**src/rtl/trace_pkg.sv**
```systemverilog
// Shared types and defaults for the writeback trace buffer.
package trace_pkg;

    localparam int TRACE_DEPTH  = 16;
    localparam int TRACE_DATA_W = 32;
    localparam int TRACE_ADDR_W = 4;
    localparam int TRACE_TS_W   = 16;

    localparam logic [7:0] DROP_MAX = 8'd255;

    typedef struct packed {
        logic [TRACE_TS_W-1:0]   ts;
        logic [TRACE_ADDR_W-1:0] addr;
        logic [TRACE_DATA_W-1:0] data;
    } trace_entry_t;

    function automatic logic [7:0] sat_inc8(input logic [7:0] v);
        return (v == DROP_MAX) ? v : v + 8'd1;
    endfunction

endpackage

```
**src/rtl/trace_fifo.sv**
```systemverilog
// Synchronous FIFO of trace entries; a push on full is accepted only when a pop frees a slot in the same cycle.
module trace_fifo
    import trace_pkg::*;
#(
    parameter int  DEPTH = TRACE_DEPTH,
    parameter type T     = trace_entry_t
) (
    input  logic                   clk,
    input  logic                   reset,
    input  logic                   i_push,
    input  T                       i_data,
    input  logic                   i_pop,
    output T                       o_data,
    output logic                   o_full,
    output logic                   o_empty,
    output logic [$clog2(DEPTH):0] o_count
);

    localparam int PW = $clog2(DEPTH);
    localparam int CW = PW + 1;

    T               r_mem [DEPTH];
    logic [PW-1:0]  r_wr_ptr;
    logic [PW-1:0]  r_rd_ptr;
    logic [CW-1:0]  r_count;
    logic           w_pop_ok;
    logic           w_push_ok;

    assign o_full    = (r_count == CW'(DEPTH));
    assign o_empty   = (r_count == '0);
    assign o_count   = r_count;
    assign w_pop_ok  = i_pop && !o_empty;
    assign w_push_ok = i_push && (!o_full || w_pop_ok);

    // Head is forced to zero when empty so stale storage never shows on the port.
    assign o_data = o_empty ? '0 : r_mem[r_rd_ptr];

    always_ff @(posedge clk) begin
        if (w_push_ok) begin
            r_mem[r_wr_ptr] <= i_data;
        end
    end

    always_ff @(posedge clk or negedge reset) begin
        if (!reset) begin
            r_wr_ptr <= '0;
            r_rd_ptr <= '0;
            r_count  <= '0;
        end else begin
            if (w_push_ok) begin
                r_wr_ptr <= r_wr_ptr + PW'(1);
            end
            if (w_pop_ok) begin
                r_rd_ptr <= r_rd_ptr + PW'(1);
            end
            case ({w_push_ok, w_pop_ok})
                2'b10:   r_count <= r_count + CW'(1);
                2'b01:   r_count <= r_count - CW'(1);
                default: r_count <= r_count;
            endcase
        end
    end

endmodule

```
**src/rtl/wb_trace_buffer.sv**
```systemverilog
// Timestamped capture of register-file writebacks into a FIFO drained over valid/ready, with sticky drop accounting.
module wb_trace_buffer
    import trace_pkg::*;
#(
    parameter int DEPTH  = TRACE_DEPTH,
    parameter int DATA_W = TRACE_DATA_W,
    parameter int ADDR_W = TRACE_ADDR_W,
    parameter int TS_W   = TRACE_TS_W
) (
    input  logic                   clk,
    input  logic                   reset,
    input  logic                   trace_en,
    input  logic                   RegWrite,
    input  logic [ADDR_W-1:0]      A3,
    input  logic [DATA_W-1:0]      WD3,
    output logic                   out_valid,
    input  logic                   out_ready,
    output logic [TS_W-1:0]        out_ts,
    output logic [ADDR_W-1:0]      out_addr,
    output logic [DATA_W-1:0]      out_data,
    output logic [$clog2(DEPTH):0] count,
    output logic                   overflow,
    output logic [7:0]             drop_cnt,
    input  logic                   clear_ovf
);

    typedef struct packed {
        logic [TS_W-1:0]   ts;
        logic [ADDR_W-1:0] addr;
        logic [DATA_W-1:0] data;
    } entry_t;

    logic [TS_W-1:0] r_ts;
    logic            r_overflow;
    logic [7:0]      r_drop_cnt;
    entry_t          w_wr_entry;
    entry_t          w_head;
    logic            w_capture;
    logic            w_full;
    logic            w_empty;
    logic            w_drop;

    assign w_capture  = RegWrite && trace_en;
    assign w_wr_entry = '{ts: r_ts, addr: A3, data: WD3};
    // When full the FIFO is non-empty, so out_ready alone means a slot frees up this edge.
    assign w_drop     = w_capture && w_full && !out_ready;

    trace_fifo #(
        .DEPTH (DEPTH),
        .T     (entry_t)
    ) u_fifo (
        .clk     (clk),
        .reset   (reset),
        .i_push  (w_capture),
        .i_data  (w_wr_entry),
        .i_pop   (out_ready),
        .o_data  (w_head),
        .o_full  (w_full),
        .o_empty (w_empty),
        .o_count (count)
    );

    always_ff @(posedge clk or negedge reset) begin
        if (!reset) begin
            r_ts <= '0;
        end else begin
            r_ts <= r_ts + TS_W'(1);
        end
    end

    // A drop in the same cycle as a clear restarts the tally at one.
    always_ff @(posedge clk or negedge reset) begin
        if (!reset) begin
            r_overflow <= 1'b0;
            r_drop_cnt <= '0;
        end else if (w_drop) begin
            r_overflow <= 1'b1;
            r_drop_cnt <= clear_ovf ? 8'd1 : sat_inc8(r_drop_cnt);
        end else if (clear_ovf) begin
            r_overflow <= 1'b0;
            r_drop_cnt <= '0;
        end
    end

    assign out_valid = !w_empty;
    assign out_ts    = w_head.ts;
    assign out_addr  = w_head.addr;
    assign out_data  = w_head.data;
    assign overflow  = r_overflow;
    assign drop_cnt  = r_drop_cnt;

endmodule

```
**config.mk**
```make
export PLATFORM = sky130hd
export DESIGN_NAME = wb_trace_buffer
export DESIGN_NICKNAME = d
export VERILOG_FILES = /design/src/rtl/trace_pkg.sv /design/src/rtl/trace_fifo.sv /design/src/rtl/wb_trace_buffer.sv
export SDC_FILE = /design/constraint.sdc
export NUM_CORES = 1
export LEC_CHECK = 0
export ABC_CLOCK_PERIOD_IN_PS = 5400
export CAP_MARGIN = 0
export CORE_AREA = 2 2 338 340
export DETAILED_ROUTE_END_ITERATION = 10
export DIE_AREA = 0 0 340 342
export PLACE_DENSITY = 0.48
export SLEW_MARGIN = 20
export SYNTH_ARGS = -nofsm -noshare
export SYNTH_HDL_FRONTEND = slang
export SYNTH_SLANG_ARGS = --single-unit
```
**constraint.sdc**
```tcl
create_clock -name clk -period 5.4 [get_ports clk]
set_input_delay 0.54 -clock clk [delete_from_list [all_inputs] [get_ports clk]]
set_output_delay 0.54 -clock clk [all_outputs]
set_load 0.03 [all_outputs]
```
==> flow_summary.toml, run 1 <==
[outcome]
status = "complete, no violations"

[sta]
setup_violations = 0
worst_pin_slew_ps = 1030
fmax_mhz = 220
grt_setup_unrepaired = "false"
post-route-min-period_ps = 4540
tns_ps = 0
final_max_slew_viol_count = 0
period_share_pct = 84.2
slew_headroom_pct = 31.6
hold_violations = 0
fin_skew_ps = 20.4
fin_ws_ps = 856
fin_hold_ws_ps = 439

[clock_tree]
cts_buffers = 98
cts.clk_slew.worst_paths_ps = 60
cts-resized-gates = 0
root_buffer = "clkbuf_16"
worst_skew_pair.late_latency_ps = 650
cts_max_path_buffers = 3
cts_max_level = 3
cts_tree = "done"
clock_sinks = 870

[synthesis]
syn-cell-area_um2 = 33500
ys_warn_count = 0
synth-async-reset-ratio_pct = 4.37
synthTopCellsByArea = "edfxtp_1, mux4_2, mux2i_1"
yosys.area.top_type = "edfxtp_1"
synth_edf_count = 832
syn_inst = 1480
synth_top_flop_cell = "edfxtp_1"
synth_top_area_share_pct = 74.6
avgSynthCellArea_um2 = 22.6
synth_commonest_cells = "edfxtp_1, mux4_2, mux2i_1"
ys_seq_area_share_pct = 77.5
ys_seq_elements = 870
synth_nets = 1531
synth_cell_type_count = 52
yosys.cell_count.top_type = "edfxtp_1"

[grt]
grt_pass1_wl_um = 111000
grt_util_met2_pct = 21.6
gr-usage-met1_pct = 17.3
grt_pass1_vias = 16798
grt_max_degree = 67
overflow = 0
antenna_found_initial = 2
grt_usage_pct = 12.8
grt_util_met3_pct = 1.95
grt_busiest_layer = "met2"

[detailed_routing]
detail_route.wl_per_cell_um = 23.0
drt-total-wl_um = 74300
ant_nets = 0
drt-pass1-iter-count = 5
vias = 15202
drc = 0
drt_iter0_markers = 1055
via_per_inst = 4.71

[power]
p_leak_nw = 12.6
ir_worst_vdd_uv = 255
powerDensity_nw_per_um2 = 518

[flow_run]
drv_cap = 0

[floorplan]
die_h_um = 342
core_area_um2 = 113000
die_x_um = 340
die_area_um2 = 116000
pin_count = 109
start_util_pct = 29.6
rows = 124

[layout]
n_antenna_cell = 0
nets = 1687
drive_gt1_share_pct = 23.3
syn2layout_area_growth_pct = 17.8
fin_util_pct = 34.9

[placed_design]
gp_congestion = 0.698
dpl_worst_slack_ps = 1390
io_buffers = 108
dpl.hpwl_um = 40100

[critical_path]
cp_top_family = "simple AND/OR/NAND/NOR gates"
critPathBufInv = 3
cp_data_arrival_time_ps = 4000
crit_path_cell_trace = "or4_4 -> nor2_1 -> inv_1 -> nand2_2 -> buf_12 -> o22ai_1 -> clkdlybuf4s50_1"
cp-start-kind = "flip-flop"
required_ps = 4860
cpMaxStageDelayCell = "nand2_2"
crit_type = "flip-flop to output port"
slowest_delay_ps = 670
end_kind = "output port"
crit_fanout = 27

[min_path]
min_path_type = "input port to async pin"
-- final cells by class --
class,count,area [um^2]
multi-input combinational,523,7210
fill,10425,73700
tap,1512,1890
inverter,6,22.5
timing repair buffer,137,1400
clock inverter,47,318
sequential,870,25900
clock buffer,131,2650
-- path summary, 6_finish.rpt --
| check | start | to | slack [ps] | depth (start not counted) |
|---|---|---|---|---|
| max in group asynchronous | reset | u_fifo.r_rd_ptr[0]$_DFFE_PN0P_ | 4500 | 2 |
| hold / removal | reset | drop_cnt[3]$_DFFE_PN0P_ | 440 | 2 |
| setup reg to reg | u_fifo.o_count[1]$_DFFE_PN0P_ | u_fifo.o_count[4]$_DFFE_PN0P_ | 2270 | 9 |
| hold reg to reg | overflow$_DFFE_PN0P_ | overflow$_DFFE_PN0P_ | 540 | 2 |
| min in group clk | overflow$_DFFE_PN0P_ | overflow$_DFFE_PN0P_ | 540 | 2 |
| setup / recovery | u_fifo.o_count[1]$_DFFE_PN0P_ | out_ts[14] | 860 | 7 |
-- cells by family (layout without fill, tap and decap cells) --
kind of cell	count (synthesis)	count (layout)	synth area share (%)
simple gates	87	87	1.51
xor+xnor	24	24	0.628
compound gates	88	88	1.71
mux	315	315	17.2
buf+inv	87	321	1.14
fa+ha+maj	9	9	0.336
flops	870	870	77.5
-- cells in the final DEF, fill, tap and decap left out, types with 3 or more instances in the layout --
| master | netlist | layout |
|---|---|---|
| a21oi_1 | 10 | 9 |
| and2_4 | 0 | 12 |
| and4_4 | 0 | 4 |
| buf_12 | 0 | 8 |
| buf_4 | 0 | 21 |
| clkbuf_1 | 36 | 27 |
| clkbuf_16 | 0 | 99 |
| clkbuf_8 | 0 | 5 |
| clkdlybuf4s50_1 | 0 | 107 |
| clkinv_1 | 0 | 17 |
| clkinv_2 | 0 | 20 |
| dfrtp_1 | 38 | 35 |
| dfrtp_4 | 0 | 3 |
| edfxtp_1 | 832 | 832 |
| ha_1 | 9 | 9 |
| inv_1 | 6 | 6 |
| inv_6 | 0 | 3 |
| mux2i_1 | 105 | 105 |
| mux4_2 | 208 | 208 |
| nand2_1 | 16 | 15 |
| nand3_1 | 9 | 9 |
| nand4_1 | 9 | 9 |
| nor2_1 | 11 | 11 |
| nor3_1 | 4 | 4 |
| o21ai_0 | 6 | 6 |
| o22ai_1 | 52 | 52 |
| or3_1 | 4 | 4 |
| xnor2_1 | 16 | 16 |
| xor2_1 | 8 | 8 |
-- sequential cells by signal, indices dropped and copies added, names as in the netlist --
signal	flops
u_fifo.r_mem	832
r_ts	16
u_fifo.o_count	5
u_fifo.r_wr_ptr	4
drop_cnt	8
u_fifo.r_rd_ptr	4
overflow	1
-- metrics by stage --
step | instances | total power [mW] | area (um^2)
after floorplan | 1480 | 12.3 | 33500
final | 3226 | 20.4 | 39400
after CTS | 3225 | 20.8 | 39400
after global placement | 3047 | 14.6 | 36500
after detailed placement | 3047 | 14.6 | 36500
after global routing | 3226 | 21.4 | 39400
-- power by group --
| group | switching [mW] | total, mW | internal, mW | leakage, nW |
|---|---|---|---|---|
| Combinational | 3.42 | 6.20 | 2.78 | 3.00 |
| Sequential | 0.375 | 8.13 | 7.75 | 8.14 |
| Clock | 2.59 | 6.12 | 3.53 | 1.46 |
-- metal layers --
| layer | vias up | share of wire, % | wire, um |
|---|---|---|---|
| met5 | - | 0.017 | 13 |
| met4 | 2 | 1.9 | 1440 |
| met3 | 101 | 3.3 | 2460 |
| met2 | 273 | 50 | 37200 |
| met1 | 8222 | 45 | 33200 |
| li1 | 6604 | - | - |
-- repair_timing --
action	CTS	global route
setup buffers	0	0
hold endpoints to repair	0	38
hold buffers	0	1
(Power assumes the default switching activity.)
==> run 2, diff against run 1 <==
Settings changed: ABC_CLOCK_PERIOD_IN_PS 5400 to 3840, PLACE_DENSITY 0.48 to 0.49.
Clock period 5.4 ns to 3.84 ns, I/O delays scaled along.
==> flow_summary.toml, run 2 (synthesized netlist as in run 1, its figures left out) <==
[placed_design]
placed_area_um2 = 37300
gp_congestion = 0.720
io_buffers = 108
dpl.hpwl_um = 44000
dpl_worst_slack_ps = 511

[grt]
gr-usage-met1_pct = 18.7
grt_busiest_layer = "met2"
antenna_found_initial = 1
grt_util_met2_pct = 23.1
grt_usage_pct = 13.9
grt_pass1_wl_um = 118000
grt_util_met3_pct = 2.20
grt_pass1_vias = 16788
grt_max_degree = 58
overflow = 0

[floorplan]
pin_count = 109
start_util_pct = 29.6
die_area_um2 = 116000
core_area_um2 = 113000
die_h_um = 342
rows = 124
die_x_um = 340

[critical_path]
end_kind = "output port"
cp-start-kind = "flip-flop"
required_ps = 3460
crit_fanout = 21
crit_type = "flip-flop to output port"
cp_data_arrival_time_ps = 3250

[power]
powerDensity_nw_per_um2 = 724
ir_worst_vdd_uv = 416
p_leak_nw = 13.3

[sta]
fin_ws_ps = 209
period_share_pct = 94.5
worst_pin_slew_ps = 736
grt_setup_unrepaired = "false"
hold_violations = 0
fmax_mhz = 275
final_max_slew_viol_count = 0
setup_violations = 0
tns_ps = 0
post-route-min-period_ps = 3630
slew_headroom_pct = 50.9
fin_skew_ps = 45.4

[clock_tree]
root_buffer = "clkbuf_16"
worst_skew_pair.late_latency_ps = 680
clock_sinks = 870
cts_tree = "done"
cts.clk_slew.worst_paths_ps = 60
cts_buffers = 95
cts_max_level = 3
cts_max_path_buffers = 3

[layout]
mostFrequentLayoutCell = "edfxtp_1"
final_cell_mix = "edfxtp_1, mux4_2, mux2i_1, clkbuf_16, clkdlybuf4s50_1"
multi_input_area_um2 = 7220
syn2layout_area_growth_pct = 20.8
drive_gt1_share_pct = 26.1
ff_latch_area_um2 = 25900
nets = 1738
post-route-cell-area_um2 = 40400
largest_reg_flops = 832
nFillCells = 10368
top_register = "u_fifo.r_mem"
fin_util_pct = 35.8

[detailed_routing]
drt-total-wl_um = 80800
drt-pass1-iter-count = 5
via_per_inst = 4.84
drt_iter0_markers = 1351
drc = 0
detail_route.wl_per_cell_um = 24.6
vias = 15853
ant_nets = 0

[outcome]
status = "complete, no violations"

[flow_run]
drv_cap = 0

[min_path]
min_path_type = "input port to async pin"
## run 2: layer usage
layer,up-vias,share of wire (%)
met1,8658,44
met3,106,4.3
li1,6715,-
met5,-,0.017
met4,2,2.1
met2,372,50
## run 2: worst max-delay path, cell delays in order, from the launching register on
cell and delay [ps]:
dfrtp_1 500, or4_4 620, nor2_2 170, inv_1 160
nand2_4 120, buf_6 260, buf_4 240, o22ai_1 220
buf_4 240
## run 2: where the power goes
| part | leakage [nW] | switching [mW] | internal (mW) |
|---|---|---|---|
| Combinational | 3.68 | 5.17 | 4.06 |
| Clock | 1.47 | 3.73 | 5.15 |
| Sequential | 8.14 | 0.291 | 10.9 |
| Total | 13.3 | 9.20 | 20.1 |
## run 2: final timing paths
| kind | end | cells after the start | slack (ps) | start |
|---|---|---|---|---|
| worst max-delay path | out_ts[1] | 8 | 210 | u_fifo.o_count[0]$_DFFE_PN0P_ |
| min in group clk | drop_cnt[1]$_DFFE_PN0P_ | 2 | 510 | clear_ovf |
| max in group asynchronous | r_ts[1]$_DFF_PN0_ | 3 | 2840 | reset |
| worst max register to register | u_fifo.o_count[4]$_DFFE_PN0P_ | 10 | 860 | u_fifo.o_count[0]$_DFFE_PN0P_ |
| worst min-delay path | drop_cnt[1]$_DFFE_PN0P_ | 2 | 230 | reset |
| worst min register to register | overflow$_DFFE_PN0P_ | 2 | 550 | overflow$_DFFE_PN0P_ |
## run 2: layout make-up
type / instances / area share (%)
inverters: 6 / 0.0557
flip-flops and latches: 870 / 64.2
repair buffers: 191 / 5.75
well taps: 1512 / 4.68
clock inverters: 56 / 1.25
diodes: 1 / 0.00619
multi-input cells: 523 / 17.8
clock buffers: 119 / 6.26
## run 2: through the flow
stage	total power, mW	std cells	hold slack (ps)
6_report	29.3	3278	231
5_1_grt	30.5	3277	240
4_1_cts	29.8	3277	215
3_5_place_dp	20.9	3097	414
3_3_place_gp	20.9	3097	410
2_1_floorplan	17.3	1480	88.4
## run 2: timing repair
action | CTS | global route
hold endpoints to repair | 18 | 0
setup buffers | 4 | 0
hold buffers | 1 | 0
gates resized for setup | 26 | 22
cloned | 0 | 0
pin swaps | 0 | 0
endpoints found under the setup margin | 42 | 22
